<file path="src/rtl/score_board_n_if.sv">
// Score engine bus bundle.
// Groups the hit-judge inputs, the glyph-ROM fetch/return path, the VGA
// plot outputs and the live score outputs of score_board_n.
//   master : environment side (drives hit_valid/hit_grade/clear/glyph_color)
//   slave  : score engine side (drives glyph/plot/score outputs)
interface score_board_n_if #(
    parameter int DIGITS = 3,
    parameter int ADDR_W = 9
);
    logic                  hit_valid;
    logic [1:0]            hit_grade;
    logic                  clear;
    logic [3:0]            glyph_digit;
    logic [ADDR_W-1:0]     glyph_addr;
    logic [2:0]            glyph_color;
    logic [7:0]            x;
    logic [6:0]            y;
    logic [2:0]            colour;
    logic                  plot;
    logic [4*DIGITS-1:0]   score_bcd;
    logic [7:0]            combo;
    logic                  saturated;

    modport master (
        output hit_valid, hit_grade, clear, glyph_color,
        input  glyph_digit, glyph_addr, x, y, colour, plot,
               score_bcd, combo, saturated
    );

    modport slave (
        input  hit_valid, hit_grade, clear, glyph_color,
        output glyph_digit, glyph_addr, x, y, colour, plot,
               score_bcd, combo, saturated
    );
endinterface

</file>
<file path="src/rtl/score_board_n.sv">
// Drum-game score display engine.
// Accumulates judged hits into a saturating BCD score and a binary combo
// count, and scans every pixel of every score digit continuously, issuing
// glyph-ROM reads and ROM-latency-aligned VGA plot strobes.
// Ports:
//   CLOCK_50 : system clock
//   resetn   : asynchronous active-low reset
//   bus      : score_board_n_if.slave (hit input, clear, glyph ROM, plot, score)
module score_board_n #(
    parameter int          DIGITS  = 3,
    parameter int          DIGIT_W = 15,
    parameter int          DIGIT_H = 15,
    parameter int          GAP     = 5,
    parameter logic [7:0]  X0      = 8'd99,
    parameter logic [6:0]  Y0      = 7'd0,
    parameter int          ADDR_W  = 9,
    parameter int          ROM_LAT = 1
) (
    input  logic           CLOCK_50,
    input  logic           resetn,
    score_board_n_if.slave bus
);
    localparam int                  DW       = (DIGITS > 1) ? $clog2(DIGITS) : 1;
    localparam logic [7:0]          PITCH    = 8'(DIGIT_W + GAP);
    localparam logic [7:0]          PX_LAST  = 8'(DIGIT_W - 1);
    localparam logic [6:0]          PY_LAST  = 7'(DIGIT_H - 1);
    localparam logic [DW-1:0]       DIG_LAST = DW'(DIGITS - 1);
    localparam logic [4*DIGITS-1:0] NINES    = {DIGITS{4'h9}};

    // Ripple BCD add of 0..3 into digit 0; MSB of the result is the carry
    // out of the top digit, i.e. the true sum no longer fits.
    function automatic logic [4*DIGITS:0] bcd_add(input logic [4*DIGITS-1:0] val,
                                                  input logic [1:0]          inc);
        logic [4*DIGITS-1:0] sum;
        logic [4:0]          addend;
        logic [4:0]          dsum;
        sum    = {(4*DIGITS){1'b0}};
        addend = {3'b000, inc};
        for (int i = 0; i < DIGITS; i++) begin
            dsum = {1'b0, val[4*i +: 4]} + addend;
            if (dsum > 5'd9) begin
                sum[4*i +: 4] = 4'(dsum - 5'd10);
                addend        = 5'd1;
            end else begin
                sum[4*i +: 4] = dsum[3:0];
                addend        = 5'd0;
            end
        end
        return {addend[0], sum};
    endfunction

    logic [4*DIGITS-1:0] score_q, score_d, snap_q, snap_d;
    logic [7:0]          combo_q, combo_d;
    logic                sat_q, sat_d;
    logic                hit_prev_q, hit_prev_d;
    logic [DW-1:0]       dig_q, dig_d;
    logic [7:0]          px_q, px_d;
    logic [6:0]          py_q, py_d;
    logic [ADDR_W-1:0]   addr_q, addr_d;
    logic [3:0]          digit_q, digit_d;
    logic [7:0]          pipe_x_q [ROM_LAT];
    logic [7:0]          pipe_x_d [ROM_LAT];
    logic [6:0]          pipe_y_q [ROM_LAT];
    logic [6:0]          pipe_y_d [ROM_LAT];
    logic                pipe_v_q [ROM_LAT];
    logic                pipe_v_d [ROM_LAT];
    logic [7:0]          x_q, x_d;
    logic [6:0]          y_q, y_d;
    logic [2:0]          colour_q, colour_d;
    logic                plot_q, plot_d;
    logic                hit_event_s;
    logic [4*DIGITS:0]   add_s;
    logic                wrap_s;
    logic [7:0]          slot_s;

    // Score/combo update: clear dominates, then a rising-edge hit event.
    always_comb begin
        hit_event_s = bus.hit_valid & ~hit_prev_q;
        hit_prev_d  = bus.hit_valid;
        add_s       = bcd_add(score_q, bus.hit_grade);
        score_d     = score_q;
        combo_d     = combo_q;
        sat_d       = sat_q;
        if (bus.clear) begin
            score_d = {(4*DIGITS){1'b0}};
            combo_d = 8'd0;
            sat_d   = 1'b0;
        end else if (hit_event_s) begin
            if (add_s[4*DIGITS]) begin
                score_d = NINES;
                sat_d   = 1'b1;
            end else begin
                score_d = add_s[4*DIGITS-1:0];
                sat_d   = sat_q;
            end
            if (bus.hit_grade == 2'b00) begin
                combo_d = 8'd0;
            end else if (combo_q == 8'hFF) begin
                combo_d = combo_q;
            end else begin
                combo_d = combo_q + 8'd1;
            end
        end else begin
            score_d = score_q;
        end
    end

    // Scan walker: px inner, py outer, digits MS to LS; the snapshot only
    // reloads on the frame wrap so a frame never mixes two scores.
    always_comb begin
        px_d   = px_q;
        py_d   = py_q;
        dig_d  = dig_q;
        addr_d = addr_q;
        wrap_s = 1'b0;
        if (px_q != PX_LAST) begin
            px_d   = px_q + 8'd1;
            addr_d = addr_q + ADDR_W'(1'b1);
        end else if (py_q != PY_LAST) begin
            px_d   = 8'd0;
            py_d   = py_q + 7'd1;
            addr_d = addr_q + ADDR_W'(1'b1);
        end else if (dig_q != {DW{1'b0}}) begin
            px_d   = 8'd0;
            py_d   = 7'd0;
            addr_d = {ADDR_W{1'b0}};
            dig_d  = dig_q - DW'(1'b1);
        end else begin
            px_d   = 8'd0;
            py_d   = 7'd0;
            addr_d = {ADDR_W{1'b0}};
            dig_d  = DIG_LAST;
            wrap_s = 1'b1;
        end
        snap_d  = wrap_s ? score_q : snap_q;
        digit_d = 4'd0;
        for (int i = 0; i < DIGITS; i++) begin
            digit_d = (dig_d == DW'(i)) ? snap_d[4*i +: 4] : digit_d;
        end
    end

    // Screen position of the pixel whose address is on the ROM this cycle,
    // delayed alongside the ROM read so x/y/colour/plot leave together.
    always_comb begin
        slot_s      = 8'(DIG_LAST - dig_q);
        pipe_x_d[0] = X0 + slot_s * PITCH + px_q;
        pipe_y_d[0] = Y0 + py_q;
        pipe_v_d[0] = 1'b1;
        for (int i = 1; i < ROM_LAT; i++) begin
            pipe_x_d[i] = pipe_x_q[i-1];
            pipe_y_d[i] = pipe_y_q[i-1];
            pipe_v_d[i] = pipe_v_q[i-1];
        end
        x_d      = pipe_x_q[ROM_LAT-1];
        y_d      = pipe_y_q[ROM_LAT-1];
        plot_d   = pipe_v_q[ROM_LAT-1];
        colour_d = bus.glyph_color;
    end

    // State registers; reset places the scan on the first pixel of the MS digit.
    always_ff @(posedge CLOCK_50 or negedge resetn) begin
        if (!resetn) begin
            score_q    <= {(4*DIGITS){1'b0}};
            combo_q    <= 8'd0;
            sat_q      <= 1'b0;
            snap_q     <= {(4*DIGITS){1'b0}};
            hit_prev_q <= 1'b1;
            dig_q      <= DIG_LAST;
            px_q       <= 8'd0;
            py_q       <= 7'd0;
            addr_q     <= {ADDR_W{1'b0}};
            digit_q    <= 4'd0;
            for (int i = 0; i < ROM_LAT; i++) begin
                pipe_x_q[i] <= 8'd0;
                pipe_y_q[i] <= 7'd0;
                pipe_v_q[i] <= 1'b0;
            end
            x_q        <= 8'd0;
            y_q        <= 7'd0;
            colour_q   <= 3'd0;
            plot_q     <= 1'b0;
        end else begin
            score_q    <= score_d;
            combo_q    <= combo_d;
            sat_q      <= sat_d;
            snap_q     <= snap_d;
            hit_prev_q <= hit_prev_d;
            dig_q      <= dig_d;
            px_q       <= px_d;
            py_q       <= py_d;
            addr_q     <= addr_d;
            digit_q    <= digit_d;
            for (int i = 0; i < ROM_LAT; i++) begin
                pipe_x_q[i] <= pipe_x_d[i];
                pipe_y_q[i] <= pipe_y_d[i];
                pipe_v_q[i] <= pipe_v_d[i];
            end
            x_q        <= x_d;
            y_q        <= y_d;
            colour_q   <= colour_d;
            plot_q     <= plot_d;
        end
    end

    assign bus.score_bcd   = score_q;
    assign bus.combo       = combo_q;
    assign bus.saturated   = sat_q;
    assign bus.glyph_addr  = addr_q;
    assign bus.glyph_digit = digit_q;
    assign bus.x           = x_q;
    assign bus.y           = y_q;
    assign bus.colour      = colour_q;
    assign bus.plot        = plot_q;
endmodule

</file>
<file path="src/flat_wrapper.sv">
// flat-port wrapper written by rule: the top's interface ports become plain ports
module score_board_n_flat 
#(
    parameter int          DIGITS  = 3,
    parameter int          DIGIT_W = 15,
    parameter int          DIGIT_H = 15,
    parameter int          GAP     = 5,
    parameter logic [7:0]  X0      = 8'd99,
    parameter logic [6:0]  Y0      = 7'd0,
    parameter int          ADDR_W  = 9,
    parameter int          ROM_LAT = 1
)
  (CLOCK_50, resetn, bus_hit_valid, bus_hit_grade, bus_clear, bus_glyph_color, bus_glyph_digit, bus_glyph_addr, bus_x, bus_y, bus_colour, bus_plot, bus_score_bcd, bus_combo, bus_saturated);
  score_board_n_if #(.DIGITS(DIGITS), .ADDR_W(ADDR_W)) bus_i ();
  input  logic CLOCK_50;
  input  logic resetn;
  input wire logic [$bits(bus_i.hit_valid)-1:0] bus_hit_valid;
  input wire logic [$bits(bus_i.hit_grade)-1:0] bus_hit_grade;
  input wire logic [$bits(bus_i.clear)-1:0] bus_clear;
  input wire logic [$bits(bus_i.glyph_color)-1:0] bus_glyph_color;
  output wire logic [$bits(bus_i.glyph_digit)-1:0] bus_glyph_digit;
  output wire logic [$bits(bus_i.glyph_addr)-1:0] bus_glyph_addr;
  output wire logic [$bits(bus_i.x)-1:0] bus_x;
  output wire logic [$bits(bus_i.y)-1:0] bus_y;
  output wire logic [$bits(bus_i.colour)-1:0] bus_colour;
  output wire logic [$bits(bus_i.plot)-1:0] bus_plot;
  output wire logic [$bits(bus_i.score_bcd)-1:0] bus_score_bcd;
  output wire logic [$bits(bus_i.combo)-1:0] bus_combo;
  output wire logic [$bits(bus_i.saturated)-1:0] bus_saturated;
  assign bus_i.hit_valid = bus_hit_valid;
  assign bus_i.hit_grade = bus_hit_grade;
  assign bus_i.clear = bus_clear;
  assign bus_i.glyph_color = bus_glyph_color;
  assign bus_glyph_digit = bus_i.glyph_digit;
  assign bus_glyph_addr = bus_i.glyph_addr;
  assign bus_x = bus_i.x;
  assign bus_y = bus_i.y;
  assign bus_colour = bus_i.colour;
  assign bus_plot = bus_i.plot;
  assign bus_score_bcd = bus_i.score_bcd;
  assign bus_combo = bus_i.combo;
  assign bus_saturated = bus_i.saturated;
  score_board_n #(.DIGITS(DIGITS), .DIGIT_W(DIGIT_W), .DIGIT_H(DIGIT_H), .GAP(GAP), .X0(X0), .Y0(Y0), .ADDR_W(ADDR_W), .ROM_LAT(ROM_LAT)) u_core (.CLOCK_50(CLOCK_50), .resetn(resetn), .bus(bus_i));
endmodule
</file>
<file path="config.mk">
export PLATFORM = sky130hd
export DESIGN_NAME = score_board_n_flat
export DESIGN_NICKNAME = d
export VERILOG_FILES = /design/src/rtl/score_board_n_if.sv /design/src/rtl/score_board_n.sv /design/src/flat_wrapper.sv
export SDC_FILE = /design/constraint.sdc
export NUM_CORES = 1
export LEC_CHECK = 0
export CORE_MARGIN = 2
export CORE_UTILIZATION = 55
export DETAILED_ROUTE_END_ITERATION = 12
export GPL_TIMING_DRIVEN = 0
export PLACE_DENSITY_LB_ADDON = 0.08
export SLEW_MARGIN = 30
export SYNTH_ARGS = -nofsm -noshare
export SYNTH_HDL_FRONTEND = slang
export SYNTH_SLANG_ARGS = --single-unit
</file>
<file path="constraint.sdc">
create_clock -name CLOCK_50 -period 5.85 [get_ports CLOCK_50]
set_clock_uncertainty 0.15 [all_clocks]
set_input_delay 1.17 -clock CLOCK_50 [delete_from_list [all_inputs] [get_ports CLOCK_50]]
set_output_delay 1.17 -clock CLOCK_50 [all_outputs]
set_load 0.01 [all_outputs]
</file>
==> results of run 1 <==
area by class of cell:
cell class | count | share of cell area, %
timing repair buffer | 62 | 11.48
inverter | 24 | 1.617
clock inverter | 5 | 1.100
tap | 105 | 2.358
buffer | 10 | 0.8084
sequential | 99 | 44.51
multi-input combinational | 252 | 35.41
clock buffer | 11 | 2.717
how the worst max path moves through the flow:
| stage | endpoint |
|---|---|
| floorplan | u_core.bus.score_bcd[7] |
| global placement | u_core.bus.score_bcd[7] |
| detailed placement | u_core.bus.score_bcd[7] |
| CTS | u_core.bus.score_bcd[7] |
| global route | u_core.bus.score_bcd[2] |
| finish | u_core.bus.score_bcd[2] |
sequential cells by signal, indices dropped and copies added, names as in the netlist, 2 cells and up:
signal	cells
u_core.bus.score_bcd	12
u_core.snap_q	12
u_core.bus.glyph_addr	9
u_core.bus.combo	8
u_core.bus.x	8
u_core.pipe_x_q	8
u_core.px_q	8
u_core.bus.y	7
u_core.pipe_y_q	7
u_core.py_q	7
u_core.bus.glyph_digit	4
u_core.bus.colour	3
u_core.dig_q	2
metal layers:
layer  wire length [um]  vias to the layer above  track usage (%)
met5                  0                        -                0
met4                129                        0            9.300
met3                287                       16            3.953
met2               4240                       74            33.63
met1               3927                     1530            29.58
li1                   -                     1484                -
what timing repair did:
| action | 4_1_cts | 5_1_grt |
|---|---|---|
| endpoints found under the setup margin | 1 | 8 |
| resized for setup | 1 | 3 |
| pin swaps | 0 | 0 |
report_power, final:
part / leakage (nW) / total, mW / internal (mW) / switching, mW
Clock: 0.109 / 0.457 / 0.223 / 0.234
Sequential: 1.27 / 0.699 / 0.691 / 0.00845
Combinational: 1.19 / 0.0793 / 0.0346 / 0.0446
through the flow:
stage,TNS (ps),power [mW],util (%),instances
after floorplan,0,0.7468,-,387
after global placement,-14150,0.7872,65.27,553
after detailed placement,-3441,0.7919,65.62,554
after CTS,0,1.248,68.31,570
after global routing,0,1.289,68.50,568
final,0,1.235,68.50,568
kinds of logic (layout without fill, tap and decap cells):
kind of cell	count (synthesis)	in the layout	synth area share, %
flip-flops	99	99	54.30
adder cells (fa/ha/maj)	31	31	8.822
multiplexers	23	23	6.849
XOR/XNOR	31	31	5.945
buffers and inverters	36	112	3.123
AO/OA/AOI/OAI	56	56	8.192
other	1	1	0.08211
AND/OR/NAND/NOR	110	110	12.68
Yosys cell counts (12+ instances only):
cell type,instances,area share (%)
ha_1,29,7.9
a21oi_1,12,1.3
mux2_2,14,3.5
xnor2_1,18,3.5
dfrtp_1,97,53
nand2_1,14,1.2
o21ai_0,12,1.3
inv_1,24,2.0
nor2_1,31,2.5
xor2_1,13,2.5
placed cells by master (no fill, tap or decap), types with 2 or more instances in the layout:
cell type / count
fa_1: 2
mux2i_1: 5
inv_1: 24
or2_2: 2
mux4_1: 4
o22ai_1: 2
a21oi_1: 12
clkbuf_8: 11
a311oi_1: 2
or3_1: 2
dfrtp_1: 97
o21bai_1: 2
and2_1: 4
nor3_1: 10
o21ai_0: 12
and3_1: 10
a21o_1: 4
nand3_1: 10
nand4_1: 10
a22o_1: 8
a31o_2: 2
ha_1: 29
o31ai_1: 2
nand2b_1: 8
mux2_2: 14
clkbuf_1: 8
xnor2_1: 18
nor2b_1: 4
nand2_1: 14
clkinv_4: 3
clkdlybuf4s50_1: 60
nor2_1: 31
buf_4: 2
dfstp_2: 2
xor2_1: 13
a31oi_1: 3
worst max-delay path, stage by stage:
cell             delay, ps
clkdlybuf4s50_1        480
ha_1                   180
inv_1                   60
fa_1                   500
mux2i_1                190
nand2_1                 70
nand3_1                160
inv_1                   80
ha_1                   210
ha_1                   360
o21ai_0                100
or2_2                  320
a2bb2oi_4              210
ha_1                   220
ha_1                   260
nand2b_1               150
a31o_2                 260
a31oi_1                430
o211ai_1               150
nand3_1                100
==> metrics.csv, run 1 <==
stage;metric;value;unit
grt;first_global_vias;3115;
die;dieArea;9049;um^2
critical_path;r2r_start;u_core.bus.score_bcd[0];
placed_design;gp_congestion;0.8176;
cts;cts_hold_buf;0;
placed_design;io_buffers;61;
yosys;synthDistinctLibCells;44;
layout;layout.area.seq;2480;um^2
layout;num-fill-cells;650;
run;cap_violations;0;
sta;rsz0062_at_grt;no;
detailed_routing;avgViaCountPerCell;5.465;
cts;cts_buffer_depth;2;
grt;antenna_found_initial;0;
layout;antenna_cells;0;
layout;design_area;5572;um^2
sta;max_slew_margin;60.65;%
detailed_routing;drt_wl_total;8584;um
cts;cts_root_buffer;clkbuf_8;
cts;cts_max_level;3;
critical_path;reg2regPathDepth;19;
sta;fin_hold_ws;196.7;ps
yosys;avgSynthCellArea;11.80;um^2
sta;finalSetupViolCount;0;
critical_path;path_class;in -> reg;
yosys;synth_area;4567;um^2
detailed_routing;drcViolationCount;0;
critical_path;arrival;5680;ps
die;die_y;95.13;um
sta;fmax;0.1804;GHz
hold_path;hold_start;u_core.pipe_y_q[5];
yosys;yosys_register_bits;99;
cts;clk_latency;350;ps
critical_path;endpoint_kind;flop;
critical_path;reg2reg_to;u_core.bus.score_bcd[2];
critical_path;worstPathRequired;5990;ps
pwr;power.leakage;2.570;nW
yosys;ys_async_sr_fraction;100.0;%
hold_path;holdPathStages;0;
detailed_routing;drt_first_iter_violations;82;
placed_design;place_area;5338;um^2
cts;cts_made_buffers;9;
detailed_routing;postRouteAntennaNets;0;
pwr;p_per_area;221.7;nW/um^2
die;rows;33;
grt;grt_max_degree;54;
cts;cts_tree;yes;
yosys;yosysWarnings;0;
critical_path;worstSetupStartpoint;bus_hit_grade[0];
sta;fin_crit_sh;94.76;%
critical_path;start_kind;input port;
grt;grt.total_usage;21.52;%
hold_path;hold_path_end;u_core.bus.y[5];
yosys;synth_edf_count;0;
sta;maxSlewViolCount;0;
sta;hold_violations;0;
yosys;syn_nets;427;
detailed_routing;wire_per_inst;15.11;um
cts;clk_pin_slew;100;ps
grt;grt-ovfl-total;0;
die;placeableCoreArea;8134;um^2
cts;cts.sinks;99;
detailed_routing;vias;3104;
hold_path;hold_path_class;reg -> reg;
sta;fin_crit;5543;ps
placed_design;pre_cts_ws;-444.4;ps
yosys;syn_inst;387;
critical_path;cp_max_fo;7;
layout;synthToLayoutAreaGrowth;22.00;%
die;die_w;95.13;um
status;status;finished clean;
layout;multi_input_area;1973;um^2
pwr;vdd_drop_max;0.1362;mV
placed_design;dp_hpwl;6184;um
critical_path;rrSetupSlack;1110;ps
sta;tightest_slew;588.1;ps
yosys;postSynth.topFlopCell;dfrtp_1;
yosys;yosysSeqAreaShare;54.30;%
die;start_util;56.15;%
sta;fin_ws;306.8;ps
die;boundaryPins;62;
layout;final_nets;498;
layout;drive_gt1_share;9.719;%
cts;cts_setup_buffers;0;
grt;grt_pass1_wl;15040;um
detailed_routing;drt_pass1_iterations;4;
Note: power is estimated with default switching activity, not from simulation.
==> run 2, diff against run 1 <==
--- a/config.mk
+++ b/config.mk
@@ -10,6 +10,7 @@
 export DETAILED_ROUTE_END_ITERATION = 12
 export GPL_TIMING_DRIVEN = 0
 export PLACE_DENSITY_LB_ADDON = 0.08
+export REMOVE_ABC_BUFFERS = 1
 export SLEW_MARGIN = 30
 export SYNTH_ARGS = -nofsm -noshare
 export SYNTH_HDL_FRONTEND = slang
==> run 2 against run 1 <==
Net effect: setup slack got worse by 9.4 ps; cell count decreased by 1.8%; core utilization decreased by 0.83 points; register-to-register slack better by 30 ps.
==> metrics.csv, run 2 (synthesized netlist as in run 1, its figures left out) <==
stage;metric;value;unit
grt;first_global_vias;2937;
critical_path;worstPathRequired;6000;ps
cts;clk_pin_slew;90;ps
sta;fmax;0.1801;GHz
cts;cts.sinks;99;
layout;final_nets;488;
detailed_routing;drt_first_iter_violations;114;
detailed_routing;drcViolationCount;0;
die;die_y;95.13;um
die;start_util;56.15;%
placed_design;dp_cells;542;
cts;cts_made_buffers;9;
grt;grt-ovfl-total;0;
die;placeableCoreArea;8134;um^2
run;cap_violations;0;
cts;cts_root_buffer;clkbuf_8;
sta;finalSetupViolCount;0;
layout;design_area;5504;um^2
placed_design;dp_hpwl;5672;um
layout;synthToLayoutAreaGrowth;20.52;%
critical_path;worst-path-buf-inv;3;
pwr;finalPower;1.227;mW
critical_path;endpoint_kind;flop;
layout;layout_common_cells;97 x dfrtp_1, 60 x clkdlybuf4s50_1, 31 x nor2_1;
layout;stdcell_count;558;
sta;rsz0062_at_grt;no;
critical_path;slowest_delay;490;ps
hold_path;hold_path_class;reg -> reg;
sta;fin_crit_sh;94.92;%
die;boundaryPins;62;
grt;grt_max_degree;72;
die;die_w;95.13;um
die;dieArea;9049;um^2
cts;cts_buffer_depth;2;
layout;final_common_cell;dfrtp_1;
status;status;finished clean;
critical_path;cpMostUsedCell;ha_1;
sta;fin_crit;5553;ps
detailed_routing;wire_per_inst;14.66;um
detailed_routing;postRouteAntennaNets;0;
cts;cts_max_level;3;
layout;antenna_cells;0;
detailed_routing;drt_wl_total;8182;um
sta;hold_violations;0;
placed_design;io_buffers;61;
layout;drive_gt1_share;9.272;%
critical_path;start_kind;input port;
detailed_routing;avgViaCountPerCell;5.389;
pwr;p_per_area;222.9;nW/um^2
pwr;vdd_drop_max;0.1148;mV
critical_path;path_class;in -> reg;
critical_path;path_cells;clkdlybuf4s50_1 -> ha_1 -> inv_1 -> fa_1 -> mux2i_1 -> nand2_1 -> nand3_1 -> inv_1 -> ha_1 -> ha_1 -> o21ai_0 -> or2_2 -> a2bb2oi_2 -> ha_1 -> ha_1 -> nand2b_1 -> a31o_2 -> a31o_2 -> or3_1 -> nand3_1;
critical_path;crit_path_top_delay_cell;clkdlybuf4s50_1;
critical_path;arrival;5700;ps
sta;max_slew_margin;43.55;%
grt;grt_pass1_wl;13680;um
placed_design;gp_congestion;0.8377;
detailed_routing;drt_pass1_iterations;4;
placed_design;place_area;5285;um^2
layout;num-fill-cells;643;
grt;antenna_found_initial;0;
pwr;power.leakage;2.538;nW
cts;cts_tree;yes;
critical_path;cp_top_family;adder cells;
die;rows;33;
sta;tightest_slew;843.7;ps
critical_path;rrSetupSlack;1140;ps
sta;maxSlewViolCount;0;
grt;grt.total_usage;19.50;%
cts;clk_latency;360;ps
detailed_routing;vias;3007;
critical_path;cp_max_fo;7;
-- run 2: path summary, 6_finish.rpt --
| kind | cells after the start | startpoint | endpoint |
|---|---|---|---|
| setup / recovery | 20 | bus_hit_grade[0] | u_core.bus.score_bcd[2] |
| hold reg to reg | 0 | u_core.pipe_x_q[1] | u_core.bus.x[1] |
| min in group asynchronous | 1 | resetn | u_core.bus.colour[1] |
| max in group asynchronous | 2 | resetn | u_core.dig_q[1] |
| hold / removal | 0 | u_core.pipe_x_q[1] | u_core.bus.x[1] |
| setup reg to reg | 19 | u_core.bus.score_bcd[0] | u_core.bus.score_bcd[2] |
-- run 2: timing repair --
item                       in CTS  in global routing
hold buffers                    0                  0
buffers inserted                0                  0
gates resized for setup         0                  2
setup endpoints to repair       0                  9
-- run 2: through the flow --
stage	utilization [%]	setup TNS, ps	hold slack [ps]	setup slack [ps]
2_1_floorplan	-	0	181.2	729.4
3_5_place_dp	64.97	-1715	184.7	-271.7
5_1_grt	67.67	0	215.2	33.41
6_report	67.67	0	204.1	297.4
4_1_cts	67.51	0	203.2	118.3
3_3_place_gp	64.62	-11690	181.6	-172.6
-- run 2: worst reg2reg max path: stages (launching register included) --
cell	delay, ps
dfrtp_1	440
ha_1	200
inv_1	50
fa_1	490
mux2i_1	190
nand2_1	70
nand3_1	170
inv_1	70
ha_1	210
ha_1	370
o21ai_0	90
or2_2	300
a2bb2oi_2	260
ha_1	250
ha_1	260
nand2b_1	150
a31o_2	270
a31o_2	280
or3_1	310
nand3_1	80
-- run 2: where the power goes --
part           internal [mW]  switching (mW)
Combinational         0.0334          0.0419
Sequential             0.691         0.00975
Clock                  0.205           0.246
-- run 2: layout make-up --
cell class / instances / area, um^2 / area share [%]
clock inverter: 7 / 82.58 / 1.500
multi-input combinational: 252 / 1957 / 35.55
inverter: 24 / 90.09 / 1.637
tap: 105 / 131.4 / 2.387
sequential: 99 / 2480 / 45.06
clock buffer: 9 / 123.9 / 2.251
timing repair buffer: 62 / 639.4 / 11.62
-- run 2: routing by layer --
metal | track usage [%] | vias to the layer above | part of all wire, %
met5 | 0 | - | 0
met4 | 7.971 | 0 | 1.6
met3 | 2.925 | 11 | 3.0
met2 | 31.51 | 55 | 48
met1 | 26.53 | 1474 | 47
li1 | - | 1467 | -
==> run 3, diff against run 2 <==
--- a/config.mk
+++ b/config.mk
@@ -11,7 +11,6 @@
 export GPL_TIMING_DRIVEN = 0
 export PLACE_DENSITY_LB_ADDON = 0.08
 export REMOVE_ABC_BUFFERS = 1
-export SLEW_MARGIN = 30
 export SYNTH_ARGS = -nofsm -noshare
 export SYNTH_HDL_FRONTEND = slang
 export SYNTH_SLANG_ARGS = --single-unit
==> run 3 against run 2 <==
Net effect: clock power is essentially flat; wire length fell by 0.20%; cell area about the same; fmax down 0.69%; die area did not move; critical path type unchanged.
==> metrics.csv, run 3 (synthesized netlist as in run 1, its figures left out) <==
stage;metric;value;unit
status;status;finished clean;
placed_design;gp_congestion;0.8377;
detailed_routing;wire_per_inst;14.63;um
critical_path;r2r_start;u_core.bus.score_bcd[0];
die;rows;33;
grt;grt_pass1_wl;13650;um
critical_path;path_class;in -> reg;
sta;rsz0062_at_grt;no;
die;boundaryPins;62;
detailed_routing;avgViaCountPerCell;5.409;
die;dieArea;9049;um^2
placed_design;place_area;5281;um^2
die;start_util;56.15;%
placed_design;dp_cells;542;
sta;maxSlewViolCount;0;
cts;cts_setup_buffers;0;
pwr;power.leakage;2.537;nW
layout;design_area;5500;um^2
critical_path;arrival;5660;ps
cts;cts_made_buffers;9;
cts;clk_latency;370;ps
cts;cts_max_level;3;
die;placeableCoreArea;8134;um^2
cts;cts_root_buffer;clkbuf_8;
layout;drive_gt1_share;9.272;%
cts;cts.sinks;99;
pwr;vdd_drop_max;0.1164;mV
placed_design;io_buffers;61;
hold_path;hold_start;u_core.pipe_x_q[1];
detailed_routing;drt_first_iter_violations;138;
sta;fin_crit;5591;ps
detailed_routing;drcViolationCount;0;
detailed_routing;postRouteAntennaNets;0;
sta;fmax;0.1788;GHz
critical_path;start_kind;input port;
placed_design;dp_hpwl;5664;um
critical_path;worstPathRequired;5910;ps
sta;max_slew_margin;43.25;%
sta;tightest_slew;848.2;ps
critical_path;endpoint_kind;flop;
cts;cts_tree;yes;
detailed_routing;drt_pass1_iterations;4;
cts;cts_hold_buf;0;
grt;grt.total_usage;19.41;%
layout;final_common_cell;dfrtp_1;
layout;layout.area.seq;2480;um^2
sta;finalSetupViolCount;0;
layout;stdcell_count;558;
layout;layout_common_cells;97 x dfrtp_1, 60 x clkdlybuf4s50_1, 31 x nor2_1;
layout;synthToLayoutAreaGrowth;20.44;%
layout;antenna_cells;0;
layout;num-fill-cells;641;
cts;clk_pin_slew;100;ps
detailed_routing;vias;3018;
critical_path;cp_max_fo;7;
sta;hold_violations;0;
detailed_routing;drt_wl_total;8166;um
run;cap_violations;0;
die;die_y;95.13;um
layout;final_nets;488;
hold_path;hold_path_class;reg -> reg;
pwr;p_per_area;223.2;nW/um^2
sta;fin_crit_sh;95.58;%
grt;antenna_found_initial;0;
grt;grt_max_degree;72;
die;die_w;95.13;um
cts;cts_buffer_depth;2;
critical_path;worstSetupStartpoint;bus_hit_grade[0];
grt;first_global_vias;2955;
grt;grt-ovfl-total;0;
layout;multi_input_area;1957;um^2
-- run 3: final timing paths --
kind | cells past startpoint | slack [ps] | end
worst max-delay path | 20 | 260 | u_core.bus.score_bcd[7]
worst min-delay path | 0 | 200 | u_core.bus.x[1]
worst max register to register | 19 | 1110 | u_core.bus.score_bcd[7]
worst min register to register | 0 | 200 | u_core.bus.x[1]
max in group asynchronous | 2 | 4280 | u_core.dig_q[1]
min in group asynchronous | 1 | 570 | u_core.bus.colour[1]
-- run 3: critical path, stage by stage --
cell	delay, ps
clkdlybuf4s50_1	500
ha_1	180
inv_1	50
fa_1	500
mux2i_1	210
nand2_1	70
nand3_1	170
inv_1	70
ha_1	210
ha_1	360
o21ai_0	90
or2_2	300
a2bb2oi_2	270
ha_1	250
ha_1	260
nand2b_1	150
a31o_2	270
and3_1	260
a311oi_1	230
a211oi_1	100
-- run 3: what timing repair did --
item                                    in CTS  in global routing
gates resized for setup                      0                  2
endpoints found under the setup margin       0                  9
endpoints found under the hold margin        0                  0
-- run 3: metal layers --
metal	wire length [um]	vias to the layer above	track usage, %
li1	-	1469	-
met1	3797	1481	26.37
met2	3989	57	31.46
met3	242	11	2.688
met4	137	0	8.213
met5	0	-	0
-- run 3: area by class of cell --
| cell class | count | area share, % |
|---|---|---|
| Sequential cell | 99 | 45.09 |
| Multi-Input combinational cell | 252 | 35.58 |
| Timing Repair Buffer | 62 | 11.56 |
| Tap cell | 105 | 2.389 |
| Clock buffer | 9 | 2.252 |
| Inverter | 24 | 1.638 |
| Clock inverter | 7 | 1.501 |
-- run 3: through the flow --
step	power (mW)	TNS [ps]	util [%]	hold WS, ps	setup WS [ps]
after CTS	1.241	0	67.47	200.1	95.11
after floorplan	0.7453	0	-	181.2	729.4
after global placement	0.7855	-11690	64.62	181.6	-172.6
after global routing	1.278	0	67.62	214.8	25.51
final	1.228	0	67.62	201.1	258.6
after detailed placement	0.7898	-2021	64.93	184.7	-297.6
-- run 3: report_power, final --
part           leakage [nW]  internal (mW)  switching (mW)  total [mW]
sequential             1.27          0.691         0.00972       0.701
combinational          1.16         0.0331          0.0421      0.0752
clock                 0.104          0.205           0.247       0.452
total                  2.54          0.929           0.299        1.23
